### config.mk
export PLATFORM = sky130hd
export DESIGN_NAME = latch_write_sequencer
export DESIGN_NICKNAME = d
export VERILOG_FILES = /design/src/rtl/latch_write_sequencer.sv
export SDC_FILE = /design/constraint.sdc
export NUM_CORES = 1
export LEC_CHECK = 0
export ABC_AREA = 1
export CORE_UTILIZATION = 40
export DETAILED_ROUTE_END_ITERATION = 6
export GPL_TIMING_DRIVEN = 0
export PLACE_DENSITY_LB_ADDON = 0.25
export SYNTH_ARGS = -nofsm -noshare
export SYNTH_HDL_FRONTEND = slang
export SYNTH_SLANG_ARGS = --single-unit
export TNS_END_PERCENT = 20
### constraint.sdc
create_clock -name clk -period 3.41 [get_ports clk]
set_clock_uncertainty 0.2 [all_clocks]
set_input_delay 0.682 -clock clk [delete_from_list [all_inputs] [get_ports clk]]
set_output_delay 0.682 -clock clk [all_outputs]
set_load 0.02 [all_outputs]
### src/rtl/latch_write_sequencer.sv
// latch_write_sequencer: drives a level-sensitive latch bank through setup/open/hold phases and checks the captured word
// Ports:
//   clk, reset          rising-edge clock, asynchronous active-high reset
//   in_valid, in_data   upstream word offer; in_ready accepts it (only when idle)
//   latch_data/latch_en registered data and enable driven to the latch bank
//   latch_q             latch output, compared against latch_data at the end of hold
//   busy, done          sequence in progress / one-cycle completion pulse
//   err, err_clr        sticky capture-mismatch flag and its synchronous clear
module latch_write_sequencer #(
    parameter int WIDTH     = 8,
    parameter int SETUP_CYC = 1,
    parameter int OPEN_CYC  = 2,
    parameter int HOLD_CYC  = 1
) (
    input  logic             clk,
    input  logic             reset,
    input  logic             in_valid,
    input  logic [WIDTH-1:0] in_data,
    output logic             in_ready,
    output logic [WIDTH-1:0] latch_data,
    output logic             latch_en,
    input  logic [WIDTH-1:0] latch_q,
    output logic             busy,
    output logic             done,
    output logic             err,
    input  logic             err_clr
);
    localparam int MAXC = (SETUP_CYC > OPEN_CYC) ? ((SETUP_CYC > HOLD_CYC) ? SETUP_CYC : HOLD_CYC)
                                                 : ((OPEN_CYC > HOLD_CYC) ? OPEN_CYC : HOLD_CYC);
    localparam int CW = $clog2(MAXC) + 1;
    localparam logic [CW-1:0] SETUP_LD = CW'(SETUP_CYC - 1);
    localparam logic [CW-1:0] OPEN_LD  = CW'(OPEN_CYC - 1);
    localparam logic [CW-1:0] HOLD_LD  = CW'(HOLD_CYC - 1);
    localparam logic [1:0] IDLE  = 2'd0;
    localparam logic [1:0] SETUP = 2'd1;
    localparam logic [1:0] OPEN  = 2'd2;
    localparam logic [1:0] HOLD  = 2'd3;

    logic [1:0]    state;
    logic [CW-1:0] cnt;

    // Gated by reset so nothing is offered while the block is held in reset.
    assign in_ready = (state == IDLE) && !reset;

    always_ff @(posedge clk or posedge reset) begin
        if (reset) begin
            state      <= IDLE;
            cnt        <= '0;
            latch_data <= '0;
            latch_en   <= 1'b0;
            busy       <= 1'b0;
            done       <= 1'b0;
            err        <= 1'b0;
        end else begin
            done <= 1'b0;
            // A mismatch set later in this block overrides the clear.
            if (err_clr) err <= 1'b0;
            case (state)
                IDLE: if (in_valid) begin
                    latch_data <= in_data;
                    cnt        <= SETUP_LD;
                    busy       <= 1'b1;
                    state      <= SETUP;
                end
                SETUP: if (cnt == '0) begin
                    cnt      <= OPEN_LD;
                    latch_en <= 1'b1;
                    state    <= OPEN;
                end else cnt <= cnt - 1'b1;
                OPEN: if (cnt == '0) begin
                    cnt      <= HOLD_LD;
                    latch_en <= 1'b0;
                    state    <= HOLD;
                end else cnt <= cnt - 1'b1;
                default: if (cnt == '0) begin
                    if (latch_q != latch_data) err <= 1'b1;
                    done  <= 1'b1;
                    busy  <= 1'b0;
                    state <= IDLE;
                end else cnt <= cnt - 1'b1;
            endcase
        end
    end
endmodule
==> results.sh <==
export IMPL_layout_drive_gt1_share_pct=10.6
export IMPL_min_from="err"
export IMPL_filler_cell_count=190
export IMPL_power_density_mw_per_mm2=863
export IMPL_crit_buf_inv=2
export IMPL_routed_wl_um=1760
export IMPL_grt_setup_unrepaired="no"
export IMPL_ant_nets=0
export IMPL_slowest_stage="clkdlybuf4s50_1"
export IMPL_outcome="completed"
export IMPL_antenna_cells=0
export IMPL_firstDrtPassIters=4
export IMPL_io_pins=33
export IMPL_drc_errors=0
export IMPL_tns_ns=0
export IMPL_wirelength_met1_um=794
export IMPL_yosysWarningCount=0
export IMPL_grt_overflow=0
export IMPL_yosysTopAreaCellShare_pct=43.4
export IMPL_viasPerCell=4.58
export IMPL_fin_crit_ns=2.69
export IMPL_netlist_top_cells_area="dfrtp_1 (43%), ha_1 (11%), nand2_1 (9.8%)"
export IMPL_crit_path_frequent_cell="clkdlybuf4s50_1"
export IMPL_synth_area_um2=922
export IMPL_rows=17
export IMPL_wl_met2_um=840
export IMPL_cts_sinks=16
export IMPL_die_area_mm2=0.00250
export IMPL_seq_area_um2=400
export IMPL_portBuffers=32
export IMPL_clk_pin_slew_ns=0.09
export IMPL_cts_buffers=3
export IMPL_grt_pass1_wl_um=2940
export IMPL_netlist_top_cell_by_area="dfrtp_1"
export IMPL_die_x_um=50.0
export IMPL_slew_headroom_pct=59.2
export IMPL_synth_distinct_cells=16
export IMPL_cts_setup_buffers=0
export IMPL_syn_nets=134
export IMPL_grt_max_degree=17
export IMPL_end_kind="output pin"
export IMPL_hold_viol_final=0
export IMPL_ctsHoldBuffers=0
export IMPL_wl_met3_um=88
export IMPL_grt_pass1_vias=725
export IMPL_fin_nets=171
export IMPL_multi_input_area_um2=447
export IMPL_path_cells="clkdlybuf4s50_1, nor2_1, clkdlybuf4s50_1"
export IMPL_route_vias_total=779
export IMPL_power_total_mw=1.13
export IMPL_highest_layer="met4"
export IMPL_syn_area_per_cell_um2=8.70
export IMPL_initial_core_util_pct=42.1
export IMPL_final_area_mm2=0.00131
export IMPL_worst_pin_slew_ns=0.611
export IMPL_synth_cells=106
export IMPL_htree_num_levels=1
export IMPL_ys_ff_latch=16
export IMPL_dp_hpwl_um=1350
export IMPL_cts_buffer_depth=2
export IMPL_cts_tree="yes"
export IMPL_max_freq_ghz=0.371
export IMPL_ctsResizeCount=0
export IMPL_slew_violations=0
export IMPL_setup_worst_path_class="in -> out"
export IMPL_setup_viol=0
export IMPL_coreArea_mm2=0.00219
export IMPL_place_gp_congestion=0.777
export IMPL_syn2layout_area_growth_pct=42.5
export IMPL_drt_iter0_drc=22
export IMPL_crit_family="buffers and inverters"
export IMPL_yosysSeqAreaShare_pct=43.4
export IMPL_p_leak_nw=0.654
export IMPL_antenna_found_initial=0
export IMPL_cp_required_ns=2.53
export IMPL_clockRootBuffer="clkbuf_4"
export IMPL_clock_latency_ns=0.29
export IMPL_cap_violations=0
export IMPL_grt_usage_pct=15.7
export IMPL_critical_path_max_stage_delay_ns=0.60
export IMPL_fp_dieH_um=50.0
export IMPL_crit_path_start_kind="input pin"
export IMPL_r2r_start="state[0]"
export IMPL_min_period_over_period_pct=79.0
export IMPL_crit_start="reset"
export IMPL_worstPathArrival_ns=1.81
export IMPL_critical_path_max_fanout=2
export IMPL_vdd_drop_max_mv=0.481
export IMPL_post_dp_cell_area_mm2=0.00128
export IMPL_hp_class="reg -> reg"
export IMPL_post_drt_wl_per_cell_um=10.3
cells in the mapped netlist:
cell and number:
nor2_1 12, mux2_2 2, a21oi_1 6, xnor2_1 5, dfrtp_1 16, buf_6 1
ha_1 8, nand2_2 2, inv_1 17, o22ai_1 1, nand2_1 24, nor2_2 2
o21ai_2 1, o21ai_1 3, mux2_4 3, o21ai_0 3
worst register-to-register path, cell delays in order, from the launching register on:
cell     delay, ns
dfrtp_1       0.42
inv_1         0.10
ha_1          0.23
nand2_2       0.11
buf_6         0.16
mux2_4        0.31
worst paths after layout:
check / end / slack, ns / cells past startpoint
min in group asynchronous: latch_en / 0.59 / 2
worst max register to register: latch_data[0] / 1.80 / 5
worst max-delay path: in_ready / 0.72 / 3
worst min-delay path: err / 0.29 / 2
max in group asynchronous: state[1] / 2.02 / 2
worst min register to register: err / 0.29 / 2
layout by cell type, fill, tap and decap left out, types with 5 or more instances in the layout:
| cell type | netlist | final |
|---|---|---|
| ha_1 | 8 | 8 |
| a21oi_1 | 6 | 6 |
| nand2_1 | 24 | 24 |
| dfrtp_1 | 16 | 16 |
| xnor2_1 | 5 | 5 |
| nor2_1 | 12 | 12 |
| clkdlybuf4s50_1 | 0 | 32 |
| inv_1 | 17 | 17 |
report_power, final:
group | switching [mW] | internal, mW | total [mW]
Clock | 0.0611 | 0.0650 | 0.126
Sequential | 0.0672 | 0.281 | 0.348
Combinational | 0.343 | 0.317 | 0.660
Total | 0.471 | 0.663 | 1.13
stage by stage:
step | hold WS [ns] | util [%] | setup slack, ns | std cells
2_1_floorplan | 0.346 | - | 1.51 | 106
3_3_place_gp | 0.268 | 58.3 | 0.722 | 166
3_5_place_dp | 0.275 | 58.3 | 0.707 | 166
4_1_cts | 0.300 | 60.0 | 0.702 | 170
5_1_grt | 0.346 | 60.0 | 0.633 | 170
6_report | 0.290 | 60.0 | 0.716 | 170
state kept, by name, indices dropped and copies added, names as in the netlist:
| signal | cells |
|---|---|
| latch_data | 8 |
| cnt | 2 |
| state | 2 |
| busy | 1 |
| done | 1 |
| err | 1 |
| latch_en | 1 |
per-layer routing:
metal	vias to the layer above	track usage, %
li1	398	-
met5	-	0
met4	0	7.14
met3	4	3.40
met1	358	17.7
met2	19	27.8
layout make-up:
cell class / count / share of cell area (%)
buffer: 1 / 0.857
clock buffer: 4 / 2.76
inverter: 17 / 4.86
multi-input combinational: 72 / 34.0
sequential: 16 / 30.5
tap: 28 / 2.67
timing repair buffer: 32 / 24.4
cell families after synthesis:
family	share of synthesized area (%)
AO/OA/AOI/OAI	8.14
XOR/XNOR	4.75
adder cells (fa/ha/maj)	10.9
buffers and inverters	8.14
flip-flops	43.4
multiplexers	7.33
AND/OR/NAND/NOR	17.4
Note: power is estimated with default switching activity, not from simulation.
==> patch, RTL diff (config.mk and constraints unchanged) <==
Register the output `err` once more, with the module's reset; this adds one clock of latency there. The other outputs are not delayed to match.
--- a/src/rtl/latch_write_sequencer.sv
+++ b/src/rtl/latch_write_sequencer.sv
@@ -36,6 +36,8 @@
     localparam logic [1:0] OPEN  = 2'd2;
     localparam logic [1:0] HOLD  = 2'd3;
 
+    logic err_s0;
+
     logic [1:0]    state;
     logic [CW-1:0] cnt;
 
@@ -50,11 +52,11 @@
             latch_en   <= 1'b0;
             busy       <= 1'b0;
             done       <= 1'b0;
-            err        <= 1'b0;
+            err_s0     <= 1'b0;
         end else begin
             done <= 1'b0;
             // A mismatch set later in this block overrides the clear.
-            if (err_clr) err <= 1'b0;
+            if (err_clr) err_s0 <= 1'b0;
             case (state)
                 IDLE: if (in_valid) begin
                     latch_data <= in_data;
@@ -73,7 +75,7 @@
                     state    <= HOLD;
                 end else cnt <= cnt - 1'b1;
                 default: if (cnt == '0) begin
-                    if (latch_q != latch_data) err <= 1'b1;
+                    if (latch_q != latch_data) err_s0 <= 1'b1;
                     done  <= 1'b1;
                     busy  <= 1'b0;
                     state <= IDLE;
@@ -81,4 +83,12 @@
             endcase
         end
     end
+    always_ff @(posedge clk or posedge reset) begin
+        if (reset) begin
+            err <= '0;
+        end else begin
+            err <= err_s0;
+        end
+    end
+
 endmodule
Behaviour: not the same (Yosys sat finds a counterexample within 10 cycles, from zero or initial values and one cycle with reset high).
==> patch against the original RTL <==
- non-clock buffer count unchanged
- die area increased by 2.6%
- synthesized area increased by 2.7%
- combinational power about the same
- worst setup slack got worse by 0.0059 ns
- sequential share of layout area increased by 1.5 points
- total power increased by 0.20%
- routed wire length increased by 6.5%
- design area increased by 1.1%
- sequential cell count increased by 1
- critical path type is now register to output port
- largest cell class unchanged
- largest power group unchanged
==> patch: results (changes against the original RTL) <==
<table>
<tr><th>Metric</th><th>Value</th></tr>
<tr><th colspan="2">Global route</th></tr>
<tr><td>Pin count of the biggest net entering global routing</td><td>18 (was 17)</td></tr>
<tr><td>GRT Overall Usage</td><td>16.85% (was 15.71%)</td></tr>
<tr><td>Wire length of the first global-routing pass</td><td>3215 um (was 2939 um)</td></tr>
<tr><td>Global routing met2 resource utilization</td><td>29.78% (was 27.78%)</td></tr>
<tr><th colspan="2">Yosys</th></tr>
<tr><td>Seq/Total Area, Yosys</td><td>44.91% (was 43.42%)</td></tr>
<tr><td>Post-synth net total</td><td>135 (was 134)</td></tr>
<tr><td>Fraction of synthesized cell area in xor and xnor cells</td><td>4.624% (was 4.749%)</td></tr>
<tr><td>Adder and majority cell fraction of the synthesized area</td><td>10.57% (was 10.85%)</td></tr>
<tr><td>Synthesized-area fraction occupied by ao, oa, aoi and oai cells</td><td>7.926% (was 8.141%)</td></tr>
<tr><td>Biggest area contributors in the synthesized netlist</td><td>sky130_fd_sc_hd__dfrtp_1, sky130_fd_sc_hd__ha_1, sky130_fd_sc_hd__nand2_1 (unchanged)</td></tr>
<tr><td>Fraction of synthesized area in multiplexers</td><td>7.133% (was 7.327%)</td></tr>
<tr><th colspan="2">Final layout</th></tr>
<tr><td>Proportion of layout cells with a drive suffix above 1</td><td>9.790% (was 10.56%)</td></tr>
<tr><td>Post-layout net count</td><td>172 (was 171)</td></tr>
<tr><td>Area of all placed cells without fillers</td><td>0.001329 sq mm (was 0.001314 sq mm)</td></tr>
<tr><th colspan="2">Place</th></tr>
<tr><td>Post-DP HPWL</td><td>1472 um (was 1351 um)</td></tr>
<tr><td>Post-Place Cell Area</td><td>0.001303 sq mm (was 0.001277 sq mm)</td></tr>
<tr><td>Final RePlAce weighted congestion</td><td>0.7402 (was 0.7772)</td></tr>
<tr><th colspan="2">Detailed routing</th></tr>
<tr><td>Vias</td><td>789 (was 779)</td></tr>
<tr><td>Routed len/inst</td><td>10.94 um (was 10.33 um)</td></tr>
<tr><td>Drt initial violations</td><td>13 (was 22)</td></tr>
<tr><td>Met3 Wirelength</td><td>108 um (was 88 um)</td></tr>
<tr><td>Met2 layer wire length in the routed design</td><td>888 um (was 840 um)</td></tr>
<tr><td>Wl on met1</td><td>848 um (was 794 um)</td></tr>
<tr><th colspan="2">Power</th></tr>
<tr><td>Worst ir drop on vdd</td><td>0.0005187 V (was 0.0004807 V)</td></tr>
<tr><th colspan="2">Run status</th></tr>
<tr><td>Status</td><td>complete, no violations (unchanged)</td></tr>
<tr><th colspan="2">Setup path</th></tr>
<tr><td>CP Launch Point</td><td>state[1] (was reset)</td></tr>
<tr><td>Biggest fanout along the worst timing path</td><td>4 (was 2)</td></tr>
<tr><th colspan="2">Hold path</th></tr>
<tr><td>Worst hold start</td><td>err_s0 (was err)</td></tr>
</table>
[patch: cell count changes after synthesis]
cell / change
sky130_fd_sc_hd__dfrtp_1: +1
[patch: power by group]
group	internal, W	switching, W
registers	0.000297	0.0000704
clock network	0.0000455	0.0000612
logic	0.000318	0.000344
[patch: worst max-delay path, stage by stage (launching register included)]
cell and delay (ns):
sky130_fd_sc_hd__dfrtp_1 0.43, sky130_fd_sc_hd__inv_1 0.12, sky130_fd_sc_hd__ha_1 0.20, sky130_fd_sc_hd__inv_1 0.09, sky130_fd_sc_hd__nor2_1 0.09, sky130_fd_sc_hd__clkdlybuf4s50_1 0.61
[patch: final cells by class]
cell class,count,share of cell area (%)
buffer,1,0.8475
clock buffer,4,1.977
inverter,17,4.802
multi-input combinational,72,33.62
sequential,17,32.02
tap,28,2.637
timing repair buffer,32,24.11
[patch: through the flow]
| step | total power, W | hold slack, ns | worst slack [ns] | std cells |
|---|---|---|---|---|
| 4_1_cts | 0.001148 | 0.1899 | 0.6930 | 171 |
| 3_3_place_gp | 0.001017 | 0.1577 | 0.7290 | 167 |
| 2_1_floorplan | 0.0008010 | 0.1540 | 1.512 | 107 |
| 6_report | 0.001137 | 0.1833 | 0.7105 | 171 |
| 5_1_grt | 0.001241 | 0.1967 | 0.5904 | 171 |
| 3_5_place_dp | 0.001037 | 0.1670 | 0.7165 | 167 |
[patch: final timing paths]
check | end | slack (ns) | depth (start not counted)
min in group asynchronous | latch_data[3] | 0.60 | 2
hold / removal | err | 0.18 | 0
max in group asynchronous | state[0] | 2.00 | 2
setup reg to reg | latch_data[0] | 1.79 | 5
setup / recovery | in_ready | 0.71 | 5
hold reg to reg | err | 0.18 | 0
